[config.mk]
export PLATFORM = sky130hd
export DESIGN_NAME = fifo_rd_packer
export DESIGN_NICKNAME = d
export VERILOG_FILES = /design/src/rtl/fifo_rd_packer_pkg.sv /design/src/rtl/fifo_rd_idle_timer.sv /design/src/rtl/fifo_rd_packer.sv
export SDC_FILE = /design/constraint.sdc
export NUM_CORES = 1
export LEC_CHECK = 0
export BUFFER_PORTS_ARGS = -buffer_cell sky130_fd_sc_hd__buf_2
export CAP_MARGIN = 20
export CORE_MARGIN = 3
export CORE_UTILIZATION = 36
export CTS_CLUSTER_SIZE = 40
export DETAILED_ROUTE_END_ITERATION = 7
export GPL_ROUTABILITY_DRIVEN = 0
export MAX_ROUTING_LAYER = met4
export PLACE_DENSITY = 0.68
export SYNTH_ARGS = -nofsm -noshare
export SYNTH_HDL_FRONTEND = slang
export SYNTH_SLANG_ARGS = --single-unit
[constraint.sdc]
create_clock -name rd_clk -period 1.86 [get_ports rd_clk]
set_input_delay 0.558 -clock rd_clk [delete_from_list [all_inputs] [get_ports rd_clk]]
set_output_delay 0.558 -clock rd_clk [all_outputs]
set_load 0.01 [all_outputs]
[src/rtl/fifo_rd_packer_pkg.sv]
// Shared types and helpers for the FIFO read-side packer and its idle timer.
package fifo_rd_packer_pkg;

    typedef enum logic [1:0] {
        IDLE = 2'd0,
        FILL = 2'd1,
        HOLD = 2'd2
    } state_e;

    localparam int DEF_DATA_WIDTH = 8;
    localparam int DEF_PACK       = 4;
    localparam int OUT_W          = DEF_DATA_WIDTH * DEF_PACK;
    localparam int MAX_PACK       = 64;

    // Contiguous lane mask with the low 'count' bits set, i.e. (1<<count)-1.
    function automatic logic [MAX_PACK-1:0] keep_mask(input int count);
        logic [MAX_PACK-1:0] m;
        m = '0;
        for (int i = 0; i < MAX_PACK; i++) begin
            if (i < count) m[i] = 1'b1;
        end
        return m;
    endfunction

endpackage

[src/rtl/fifo_rd_idle_timer.sv]
// Saturating idle counter; expired_o rises once the count reaches TIMEOUT.
module fifo_rd_idle_timer
    import fifo_rd_packer_pkg::*;
#(
    parameter int TIMEOUT = 16,
    parameter int TMR_W   = (TIMEOUT > 0) ? $clog2(TIMEOUT + 1) : 1
) (
    input  logic clk_i,
    input  logic rst_ni,
    input  logic clr_i,
    input  logic en_i,
    output logic expired_o
);

    localparam logic [TMR_W-1:0] LIMIT = TMR_W'(TIMEOUT);

    logic [TMR_W-1:0] tmr_q, tmr_d;

    always_comb begin
        tmr_d = tmr_q;
        if (clr_i) begin
            tmr_d = '0;
        end else if (en_i && (tmr_q != LIMIT)) begin
            tmr_d = tmr_q + TMR_W'(1);
        end
    end

    always_ff @(posedge clk_i or negedge rst_ni) begin
        if (!rst_ni) begin
            tmr_q <= '0;
        end else begin
            tmr_q <= tmr_d;
        end
    end

    // A zero TIMEOUT disables flushing altogether.
    assign expired_o = (TIMEOUT != 0) && (tmr_q == LIMIT);

endmodule

[src/rtl/fifo_rd_packer.sv]
// Drains the async FIFO read port, packing PACK entries per output word and
// flushing a partial word with a keep mask after an idle timeout.
module fifo_rd_packer
    import fifo_rd_packer_pkg::*;
#(
    parameter int DATA_WIDTH = DEF_DATA_WIDTH,
    parameter int PACK       = DEF_PACK,
    parameter int TIMEOUT    = 16,
    parameter int CNT_W      = $clog2(PACK + 1),
    parameter int TMR_W      = (TIMEOUT > 0) ? $clog2(TIMEOUT + 1) : 1
) (
    input  logic                       rd_clk,
    input  logic                       rst,
    input  logic                       empty,
    input  logic [DATA_WIDTH-1:0]      rdata,
    output logic                       rd_en,
    output logic [DATA_WIDTH*PACK-1:0] out_data,
    output logic [PACK-1:0]            out_keep,
    output logic                       out_valid,
    input  logic                       out_ready,
    output logic                       flush_pulse
);

    state_e                     state_q, state_d;
    logic [CNT_W-1:0]           count_q, count_d;
    logic                       inflight_q, inflight_d;
    logic [DATA_WIDTH*PACK-1:0] lanes_q, lanes_d;
    logic [PACK-1:0]            keep_q, keep_d;
    logic                       flush_q, flush_d;
    logic                       run_q;
    logic                       room, tmr_expired, flush_fire, tmr_clr, tmr_en;

    assign room       = (int'(count_q) + int'(inflight_q)) < PACK;
    assign flush_fire = tmr_expired && (state_q == FILL) && !inflight_q;

    // run_q keeps rd_en low while reset is held even if the FIFO is non-empty;
    // masking with flush_fire makes a timeout win over a newly arrived entry.
    assign rd_en   = run_q && !empty && (state_q != HOLD) && room && !flush_fire;
    assign tmr_clr = rd_en || inflight_q || (state_q != FILL);
    assign tmr_en  = (state_q == FILL) && !inflight_q && empty;

    fifo_rd_idle_timer #(
        .TIMEOUT (TIMEOUT),
        .TMR_W   (TMR_W)
    ) u_idle_timer (
        .clk_i     (rd_clk),
        .rst_ni    (rst),
        .clr_i     (tmr_clr),
        .en_i      (tmr_en),
        .expired_o (tmr_expired)
    );

    always_comb begin
        state_d    = state_q;
        count_d    = count_q;
        inflight_d = rd_en;
        lanes_d    = lanes_q;
        keep_d     = keep_q;
        flush_d    = 1'b0;

        // rdata is valid the cycle after an accepted pop.
        if (inflight_q) begin
            for (int i = 0; i < PACK; i++) begin
                if (count_q == CNT_W'(i)) lanes_d[i*DATA_WIDTH +: DATA_WIDTH] = rdata;
            end
            if (count_q != CNT_W'(PACK)) count_d = count_q + CNT_W'(1);
        end

        unique case (state_q)
            IDLE: begin
                if (rd_en) state_d = FILL;
            end
            FILL: begin
                if (inflight_q && (count_q == CNT_W'(PACK - 1))) begin
                    state_d = HOLD;
                    keep_d  = PACK'(keep_mask(PACK));
                end else if (flush_fire) begin
                    state_d = HOLD;
                    keep_d  = PACK'(keep_mask(int'(count_q)));
                    flush_d = 1'b1;
                end
            end
            HOLD: begin
                if (out_ready) begin
                    state_d = IDLE;
                    count_d = '0;
                    lanes_d = '0;
                    keep_d  = '0;
                end
            end
            default: state_d = IDLE;
        endcase
    end

    always_ff @(posedge rd_clk or negedge rst) begin
        if (!rst) begin
            state_q    <= IDLE;
            count_q    <= '0;
            inflight_q <= 1'b0;
            lanes_q    <= '0;
            keep_q     <= '0;
            flush_q    <= 1'b0;
            run_q      <= 1'b0;
        end else begin
            state_q    <= state_d;
            count_q    <= count_d;
            inflight_q <= inflight_d;
            lanes_q    <= lanes_d;
            keep_q     <= keep_d;
            flush_q    <= flush_d;
            run_q      <= 1'b1;
        end
    end

    assign out_data    = lanes_q;
    assign out_keep    = keep_q;
    assign out_valid   = (state_q == HOLD);
    assign flush_pulse = flush_q;

endmodule
==> flow_metrics.tcl <==
set metrics [dict create \
    status "complete, but fails checks" \
    violations "negative setup slack" \
    clk_root_buffer_cell "clkbuf_8" \
    grtUsageTotal 0.162 \
    power_mw 1.92 \
    n_antenna_cell 0 \
    skew_ns 0.00910 \
    syn_inst 233 \
    power_density_nw_per_um2 630 \
    cp.required_ns 1.30 \
    cp_max_fo 3 \
    post-place-cells 358 \
    start_kind "flip-flop" \
    synthMuxAreaShare 0.0339 \
    ys_types 31 \
    hold_path.class "input pin to asynchronous set/reset pin" \
    synth_compound_area_frac 0.108 \
    synth_warnings 0 \
    ant_nets 0 \
    grt_max_degree 50 \
    fmax_mhz 466 \
    criticalPathCategory "flip-flop to output pin" \
    drc 0 \
    die_h_um 85.8 \
    power_leakage_nw 1.40 \
    synth_adder_area_share 0.0546 \
    endpoint_kind "output pin" \
    core_area_um2 6030 \
    syn_to_final_growth_pct 32.7 \
    finalCritPeriodShare 1.15 \
    clk_path_buf_depth 2 \
    io_buffer_count 50 \
    antenna_found_initial 0 \
    ys_ff_latch 49 \
    overflow 0 \
    dr_total_vias 1864 \
    fin_hold_ws_ns 0.229 \
    fin_nets 329 \
    timing.final.ws_setup_ns -0.287 \
    dr.pass1.iters 4 \
    synth_xor_area_frac 0.0191 \
    maxCapViolCount 0 \
    cts.sinks 49 \
    initial_core_util 0.380 \
    synth_top_family_by_area "simple AND/OR/NAND/NOR gates" \
    globalRouteMet2Util 0.244 \
    grt_pass1_vias 1829 \
    pre_cts_slack_ns -0.127 \
    cp.arrival_ns 1.59 \
    pin_count 51 \
    finalInstanceArea_um2 3040 \
    die_w_um 85.8 \
    hold_viol 0 \
    rows 28 \
    avgSynthCellArea_um2 9.83 \
    reg2reg_depth 12 \
    numCtsBuffers 5 \
    dieArea_um2 7360 \
    utilization 0.505 \
    setup_viol 9 \
    irDropWorstVdd_mv 0.344 \
    synth_area_um2 2290 \
    rsz0062_at_grt "true" \
    wl_um 5590 \
    synth-simple-area-share 0.203 \
    grt.busiest_layer "met2" \
    cts_hold_buf 0 \
    drt_iter0_drc 111 \
    gr-usage-met3 0.0355 \
    post_drt_wl_per_cell_um 14.6 \
    final_cells 383 \
    vias_per_cell 4.87 \
    drive_gt1_frac 0.354 \
    drv_slew 0 \
    clk_pin_slew_ns 0.08 \
    grt_use_met1 0.215 \
    grt_first_pass_wirelength_um 9080 \
    fin_crit_ns 2.15 \
    placed_area_um2 2710 \
    syn_nets 255 \
    setup_tns_ns -1.14 \
    cts_tree "yes" \
    post-dp-hpwl_um 3690 \
    cts_max_level 2 \
    clock_latency_ns 0.31 \
    synth.yosys.seq_area_share 0.535 \
]
[critical path, stage by stage (launching register included)]
cell	delay, ns
dfrtp_2	0.42
inv_2	0.07
ha_4	0.17
nor4b_4	0.23
o211ai_1	0.16
inv_1	0.11
buf_2	0.13
[registers in the layout, summed over array words and instances (netlist names)]
name / flops
flush_pulse: 1
run_q: 1
state_q: 2
u_idle_timer.tmr_q: 5
out_data: 32
out_keep: 4
inflight_q: 1
count_q: 3
[cell families after synthesis]
family,after synthesis
AND/OR/NAND/NOR,97
XOR/XNOR,5
other,1
adder cells (fa/ha/maj),10
AO/OA/AOI/OAI,41
buffers and inverters,23
multiplexers,7
flip-flops,49
[final timing paths]
check                             from           to  slack [ns]
hold / removal                     rst  out_keep[1]        0.23
setup reg to reg            state_q[1]   inflight_q       -0.20
hold reg to reg            out_keep[0]  out_keep[0]        0.51
setup / recovery            state_q[0]        rd_en       -0.29
min in group rd_clk        out_keep[0]  out_keep[0]        0.51
max in group asynchronous          rst   state_q[0]        1.39
[repair_timing]
action / in CTS / in global routing
cloned: 0 / 0
endpoints found under the setup margin: 4 / 9
resized for setup: 5 / 12
buffers inserted: 14 / 6
pin swaps: 1 / 6
[synth_stat cells]
cell type / number / share of area
and2_1: 1 / 0.0027
and3_1: 1 / 0.0027
nand4_1: 2 / 0.0055
nand4b_4: 1 / 0.010
o211a_4: 1 / 0.0076
xnor2_1: 2 / 0.0076
nand4bb_1: 1 / 0.0049
and4b_1: 2 / 0.0087
nor2b_1: 1 / 0.0027
nor2_1: 12 / 0.020
nor3_1: 1 / 0.0022
nand2b_1: 1 / 0.0027
inv_1: 9 / 0.015
clkbuf_1: 8 / 0.013
o211ai_1: 1 / 0.0033
a211oi_4: 1 / 0.0087
conb_1: 1 / 0.0016
nand2_1: 54 / 0.088
mux2i_1: 1 / 0.0044
mux2_2: 6 / 0.029
buf_6: 1 / 0.0049
xor2_1: 3 / 0.011
a221oi_2: 1 / 0.0066
ha_1: 10 / 0.055
nand3_1: 19 / 0.042
dfrtp_1: 49 / 0.54
a21oi_1: 36 / 0.079
buf_4: 1 / 0.0033
nor4b_4: 1 / 0.010
a21o_1: 1 / 0.0033
buf_2: 4 / 0.0087
[cell type report]
| class | count | area, µm² |
|---|---|---|
| multi-input cells | 161 | 1040 |
| clock inverters | 2 | 37.5 |
| clock buffers | 6 | 82.6 |
| inverters | 9 | 33.8 |
| fillers | 563 | 2990 |
| well taps | 75 | 93.8 |
| flip-flops and latches | 49 | 1230 |
| repair buffers | 81 | 524 |
[where the power goes]
group / total, mW / switching, mW / internal [mW] / leakage (nW)
logic: 0.0592 / 0.0423 / 0.0168 / 0.846
clock network: 0.792 / 0.354 / 0.437 / 0.0574
registers: 1.07 / 0.000380 / 1.07 / 0.498
total: 1.92 / 0.397 / 1.52 / 1.40
[routing by layer]
| layer | up-vias | wire length (µm) | part of all wire |
|---|---|---|---|
| li1 | 919 | - | - |
| met1 | 888 | 2550 | 0.46 |
| met2 | 51 | 2630 | 0.47 |
| met3 | 6 | 331 | 0.059 |
| met4 | 0 | 88 | 0.016 |
| met5 | - | 0 | 0 |
[placed cells by master (no fill, tap or decap), drive strengths merged]
master	synthesis	layout
nand4	2	2
and4b	2	2
xnor2	2	2
a21o	1	1
nand3	19	19
nand4bb	1	1
bufinv	0	1
nand2	54	54
nand4b	1	1
and2	1	1
nand2b	1	1
clkbuf	8	6
o211a	1	1
a211oi	1	1
mux2	6	6
a21oi	36	36
nor3	1	1
dfrtp	49	49
xor2	3	3
clkinvlp	0	1
nor2b	1	1
o211ai	1	1
inv	9	9
a221oi	1	1
buf	6	81
mux2i	1	1
nor4b	1	1
and3	1	1
ha	10	10
nor2	12	12
conb	1	1
Power figures use the tool's default switching activity.
